## src/rtl/arith_sequencer.sv

```systemverilog
// Control sequencer for the arithmetic machine: fetch/decode/execute/writeback
// over a req/valid instruction port, owning every datapath enable.
module arith_sequencer #(
    parameter int CNT_W         = 16,
    parameter int FETCH_TIMEOUT = 8
) (
    input  logic             clock,
    input  logic             reset,
    output logic             inst_req,
    input  logic             inst_valid,
    input  logic [31:0]      inst,
    output logic             pc_en,
    output logic             rf_wr_en,
    output logic [4:0]       rd_sel,
    output logic [4:0]       rs_sel,
    output logic [4:0]       rt_sel,
    output logic [31:0]      imm,
    output logic             alu_src2,
    output logic [2:0]       alu_op,
    output logic             busy,
    output logic             except,
    output logic [CNT_W-1:0] retired
);

    localparam int TO_W = (FETCH_TIMEOUT < 2) ? 1 : $clog2(FETCH_TIMEOUT);
    localparam logic [TO_W-1:0] TO_LAST = TO_W'(FETCH_TIMEOUT - 1);

    typedef enum logic [2:0] {
        S_IDLE, S_FETCH, S_DECODE, S_EXEC, S_WB, S_EXCEPT
    } state_t;

    state_t           state_q, state_d;
    logic [31:0]      ir_q, ir_d;
    logic [TO_W-1:0]  cnt_q, cnt_d;
    logic [CNT_W-1:0] ret_q, ret_d;

    logic        dec_legal;
    logic        dec_itype;
    logic [2:0]  dec_op;
    logic [4:0]  dec_rd;
    logic [31:0] dec_imm;

    // Instruction classification is purely a function of IR.
    always_comb begin
        dec_legal = 1'b0;
        dec_itype = 1'b0;
        dec_op    = 3'd0;
        dec_rd    = ir_q[15:11];
        dec_imm   = '0;
        case (ir_q[31:26])
            6'h00: begin
                if (ir_q[10:6] == 5'd0) begin
                    dec_legal = 1'b1;
                    case (ir_q[5:0])
                        6'h20:   dec_op = 3'd2;
                        6'h22:   dec_op = 3'd3;
                        6'h24:   dec_op = 3'd4;
                        6'h25:   dec_op = 3'd5;
                        6'h26:   dec_op = 3'd7;
                        6'h27:   dec_op = 3'd6;
                        default: dec_legal = 1'b0;
                    endcase
                end
            end
            6'h08, 6'h0c, 6'h0d, 6'h0e: begin
                dec_legal = 1'b1;
                dec_itype = 1'b1;
                dec_rd    = ir_q[20:16];
                dec_imm   = {16'h0000, ir_q[15:0]};
                case (ir_q[31:26])
                    6'h08: begin
                        dec_op  = 3'd2;
                        dec_imm = {{16{ir_q[15]}}, ir_q[15:0]};
                    end
                    6'h0c:   dec_op = 3'd4;
                    6'h0d:   dec_op = 3'd5;
                    default: dec_op = 3'd7;
                endcase
            end
            default: dec_legal = 1'b0;
        endcase
    end

    always_comb begin
        state_d  = state_q;
        ir_d     = ir_q;
        cnt_d    = cnt_q;
        ret_d    = ret_q;
        inst_req = 1'b0;
        pc_en    = 1'b0;
        rf_wr_en = 1'b0;
        rd_sel   = '0;
        rs_sel   = '0;
        rt_sel   = '0;
        imm      = '0;
        alu_src2 = 1'b0;
        alu_op   = '0;
        busy     = 1'b0;
        except   = 1'b0;

        // Datapath controls are presented in EXEC and held unchanged through WB.
        if (state_q == S_EXEC || state_q == S_WB) begin
            rd_sel   = dec_rd;
            rs_sel   = ir_q[25:21];
            rt_sel   = ir_q[20:16];
            imm      = dec_imm;
            alu_src2 = dec_itype;
            alu_op   = dec_op;
        end

        case (state_q)
            S_IDLE: state_d = S_FETCH;
            S_FETCH: begin
                busy     = 1'b1;
                inst_req = 1'b1;
                if (inst_valid) begin
                    ir_d    = inst;
                    cnt_d   = '0;
                    state_d = S_DECODE;
                end else if (cnt_q == TO_LAST) begin
                    cnt_d   = '0;
                    state_d = S_EXCEPT;
                end else begin
                    cnt_d = cnt_q + TO_W'(1);
                end
            end
            S_DECODE: begin
                busy    = 1'b1;
                state_d = dec_legal ? S_EXEC : S_EXCEPT;
            end
            S_EXEC: begin
                busy    = 1'b1;
                state_d = S_WB;
            end
            S_WB: begin
                busy     = 1'b1;
                pc_en    = 1'b1;
                rf_wr_en = (dec_rd != 5'd0);
                ret_d    = ret_q + CNT_W'(1);
                state_d  = S_FETCH;
            end
            S_EXCEPT: except = 1'b1;
            default:  state_d = S_IDLE;
        endcase
    end

    always_ff @(posedge clock or negedge reset) begin
        if (!reset) begin
            state_q <= S_IDLE;
            ir_q    <= '0;
            cnt_q   <= '0;
            ret_q   <= '0;
        end else begin
            state_q <= state_d;
            ir_q    <= ir_d;
            cnt_q   <= cnt_d;
            ret_q   <= ret_d;
        end
    end

    assign retired = ret_q;

endmodule

```

## config.mk

```make
export PLATFORM = sky130hd
export DESIGN_NAME = arith_sequencer
export DESIGN_NICKNAME = d
export VERILOG_FILES = /design/src/rtl/arith_sequencer.sv
export SDC_FILE = /design/constraint.sdc
export NUM_CORES = 1
export LEC_CHECK = 0
export ABC_AREA = 1
export BUFFER_PORTS_ARGS = -buffer_cell sky130_fd_sc_hd__buf_2
export CORE_UTILIZATION = 45
export CTS_CLUSTER_SIZE = 10
export DETAILED_ROUTE_END_ITERATION = 10
export PLACE_DENSITY = 0.86
export RECOVER_POWER = 50
export SLEW_MARGIN = 10
export SYNTH_ARGS = -nofsm -noshare
export SYNTH_HDL_FRONTEND = slang
export SYNTH_SLANG_ARGS = --single-unit
```

## constraint.sdc

```tcl
create_clock -name clock -period 2.01 [get_ports clock]
set_input_delay 0.3015 -clock clock [delete_from_list [all_inputs] [get_ports clock]]
set_output_delay 0.3015 -clock clock [all_outputs]
set_load 0.01 [all_outputs]
```

==> results.txt <==
TritonCTS built the clock tree. 107 I/O pins were placed. In the final layout, the multi-input gates occupy 1340 µm². The static leakage came out at 2.16 nW.

For this run, design rule violations remaining after detail routing come to 0. The logs give -180 ps for the final critical-path setup slack and 4.94 mW for the overall power of the completed layout. The tools report the aggregate global routing overflow as 0.

The final weighted congestion of routability-driven global placement is 0.832. The tree is rooted in a sky130_fd_sc_hd__clkbuf_8. In this run the critical register-to-register path is captured at ir_q[15]$_DFFE_PN0P_. The tools report the HPWL reported at the end of detailed placement as 4850 µm.

During synthesis, Yosys emitted a total of 0 warnings. The slowest stage cell on the critical path is sky130_fd_sc_hd__dfrtp_1. Summing all placed instances gives a cell area of 3430 µm².

In this run the power density over the cells is 1270 nW/µm². Setup repair after global routing could not meet its margin everywhere. The path class of the tightest hold or removal check is in2reg. The post-layout minimum cycle time works out to 2190 ps. For this design, the sink count on the clock tree is 54. In the synthesized netlist the dominant register cell turns out to be sky130_fd_sc_hd__dfrtp_1.

Dividing the final minimum period by the clock period gives 109%. The library cell occupying the most area in the post-synthesis netlist was sky130_fd_sc_hd__dfrtp_1. The length in cells of the worst reg-to-reg path is 7.

The startpoint identified for the worst register-to-register timing path is state_q[1]$_DFFE_PN0P_. For the total area of sequential cells, the log shows 1350 µm². In this run the remaining antenna-violating nets after routing total 0.

The critical path goes through nor2_4, buf_6, nand3_4, buf_6, nand4_1, nand2_1, nand3_2, nor2_2, nor2_2, buf_2. After clock tree synthesis, the clock-pin slew on the worst setup and hold paths is 110 ps. The sequential-to-total area share from yosys stat came out at 46.6%. Buffers inserted to repair hold after CTS numbered 0. In this run the core area contains 28 standard-cell rows. Once the floorplan was initialized, standard cells occupied 47.9% of the core. The run gives 4 as the number of iterations in the first detailed-routing pass. The mean routed wirelength per cell is 13.1 µm, and the count of inserted antenna diode cells is 0. The share of cells above drive strength 1 was 35.1%; the post-synthesis cell area was 2900 µm². The category of the worst setup path launch point was a flop. For the initial antenna violation count, the log shows 0. The checks that failed: negative setup slack. For the flop-to-flop setup slack, the log shows 270 ps. The first global-routing pass estimated 10300 µm of wire. STA classifies the critical path endpoint as an output pin. Synthesis inferred 54 register bits. For the number of setup violations in the final report, the log shows 39. The mean instance size in the synthesized netlist is 8.15 µm². The area growth from synthesis to layout is 34.3%.

The run finished, with violations left. After detailed routing, the number of vias per cell comes to 4.93. The logs give 0 for the number of max-slew violations in the final report and 457 MHz for the maximum frequency from static timing analysis. The maximum buffer depth of the clock tree is 2. Counting flops with a built-in enable in the synthesized netlist gives 0.

After technology mapping, the gate count stands at 356. For the number of H-tree levels, the log shows 2. Number of global-route vias before repair: 2293. The largest fanout on the critical path works out to 5. The path type of the worst setup path was reg2out. The starting DRC count in detailed routing is 104, and the die outline height is 82.3 µm.

The tools report the aggregate routed wire length as 7070 µm. The die covers 6770 µm². The tools report the maximum vdd ir drop as 0.784 mV. The die span in x was 82.3 µm. Counting the buffers created by CTS gives 5.

The worst pin sits at a relative slew slack of 12.1%. The worst setup path endpoint is rf_wr_en. The library cells used most frequently in the layout, excluding fill and tap cells, are sky130_fd_sc_hd__buf_2 (78), sky130_fd_sc_hd__nor2_1 (69), sky130_fd_sc_hd__dfrtp_1 (53). For the total count of hold-check failures in the final report, the log shows 0. The global-route usage over all layers was 20.0%; the count of distinct cell types in the synthesized netlist was 29. For the pin count of the biggest net entering global routing, the log shows 55.

Including well taps, the total number of placed cells is 521. With fillers left out, the area of the finished cells amounts to 3890 µm². After filler insertion, the fill cell instance count of the layout stands at 516. The logs give 539 for the post-layout instance count excluding filler cells and 1890 ps for the arrival time of data at the critical path endpoint. Of all flip-flops after synthesis, the portion carrying an async set or reset was 100%. After the last flow step, the layout net total stands at 501. For the worst-skew pair, the clock arrives at the later sink with an insertion delay of 320 ps.

The launch point of the worst path is ir_q[31]$_DFFE_PN0P_. Counting every net in the synthesized netlist gives 394. For the pin with the worst max-slew slack, the measured transition is 1320 ps. The number of port buffers works out to 106. Placeable core area: 6060 µm². The leading cell type in the layout, fill and taps excluded is sky130_fd_sc_hd__buf_2. The delay of the slowest cell on the worst path works out to 420 ps.

The max-cap violation count was 0; the share of the synthesized area in the top cell type was 46.6%. For the final database, setup skew stands at 16.3 ps. For this block, the via count after detailed routing is 2656. At the worst endpoint, the required time is 1710 ps.

Yosys attributes the largest share of cell area to sky130_fd_sc_hd__dfrtp_1 (47%), sky130_fd_sc_hd__nor2_1 (9.7%), sky130_fd_sc_hd__nand2_1 (6.2%), sky130_fd_sc_hd__inv_1 (6.1%), sky130_fd_sc_hd__a21oi_1 (5.7%).
==> synthesized netlist by cell type, types with 2 or more instances <==
cell                       instances
sky130_fd_sc_hd__nor2_2            2
sky130_fd_sc_hd__nand4_1           3
sky130_fd_sc_hd__xor2_1            7
sky130_fd_sc_hd__a21oi_1          33
sky130_fd_sc_hd__nand2_1          48
sky130_fd_sc_hd__dfrtp_1          54
sky130_fd_sc_hd__nor2_1           75
sky130_fd_sc_hd__buf_2             5
sky130_fd_sc_hd__inv_2             2
sky130_fd_sc_hd__nor2_4            5
sky130_fd_sc_hd__buf_4            15
sky130_fd_sc_hd__nand3b_1          2
sky130_fd_sc_hd__mux2_2            4
sky130_fd_sc_hd__o21ai_0           3
sky130_fd_sc_hd__nor3_1            4
sky130_fd_sc_hd__xnor2_1           7
sky130_fd_sc_hd__nand2_2           3
sky130_fd_sc_hd__nand3_4           4
sky130_fd_sc_hd__nand3_1          19
sky130_fd_sc_hd__clkbuf_1          3
sky130_fd_sc_hd__inv_1            47
sky130_fd_sc_hd__a22o_1            2
sky130_fd_sc_hd__ha_1              3
==> registers in the layout (all words and copies together), names as in the netlist <==
register	cells
state_q	3
ir_q	32
retired	16
cnt_q	3
==> worst min path at each step <==
stage                     startpoint                   end  slack (ps)  cells past startpoint
final                       inst[30]  ir_q[30]$_DFFE_PN0P_         220                      2
after CTS                      reset  ir_q[23]$_DFFE_PN0P_         130                      2
after detailed placement       reset  ir_q[23]$_DFFE_PN0P_         470                      2
after global routing        inst[26]  ir_q[26]$_DFFE_PN0P_         210                      2
after floorplan                reset  cnt_q[0]$_DFFE_PN0P_           6                      0
after global placement         reset  ir_q[23]$_DFFE_PN0P_         460                      2
==> power breakdown <==
group	internal, mW	switching [mW]
clock	0.499	0.376
combinational	0.887	1.43
sequential	1.48	0.265
total	2.87	2.07
==> cell type report <==
cell class / count / share of cell area, %
sequential: 54 / 34.7
clock inverter: 3 / 1.77
clock buffer: 5 / 1.77
timing repair buffer: 122 / 19.9
multi-input combinational: 230 / 34.5
inverter: 50 / 4.95
tap: 75 / 2.41
==> logic make-up after synthesis <==
family | count (synthesis) | share of synthesized area (%)
and+or+nand+nor | 167 | 27.0
buffers and inverters | 73 | 11.7
DFF | 54 | 46.6
AOI/OAI and AO/OA | 41 | 7.59
xor gates and xnor gates | 14 | 4.23
muxes | 4 | 1.55
adders and majority gates | 3 | 1.29
==> through the flow <==
stage / hold slack [ps] / setup WS, ps / utilization (%) / setup TNS, ps
after floorplan: 5.91 / 36.0 / - / 0
after global placement: 459 / 210 / 56.6 / 0
after detailed placement: 472 / 153 / 56.6 / 0
after CTS: 128 / -86.2 / 60.4 / -151
after global routing: 209 / -303 / 64.2 / -8210
final: 215 / -180 / 64.2 / -4430
==> per-layer routing <==
metal	wire length [µm]	vias to the layer above	GRT usage, %	share of wire, %
met1	3010	1242	25.4	43
li1	-	1308	-	-
met3	365	16	3.41	5.2
met4	177	0	7.72	2.5
met5	0	-	0	0
met2	3520	90	33.8	50
==> critical path: cells and delay by family (launching register included) <==
family | cells | cell delay, ps
simple gates | 7 | 720
flops | 1 | 420
buf+inv | 3 | 420
==> what timing repair did <==
| item | in CTS | in global routing |
|---|---|---|
| endpoints found under the hold margin | 0 | 0 |
| gates resized for setup | 19 | 43 |
| cloned | 1 | 1 |
| endpoints found under the setup margin | 36 | 41 |
| buffers inserted | 1 | 7 |
| pin swaps | 3 | 13 |
Power figures use the tool's default switching activity.
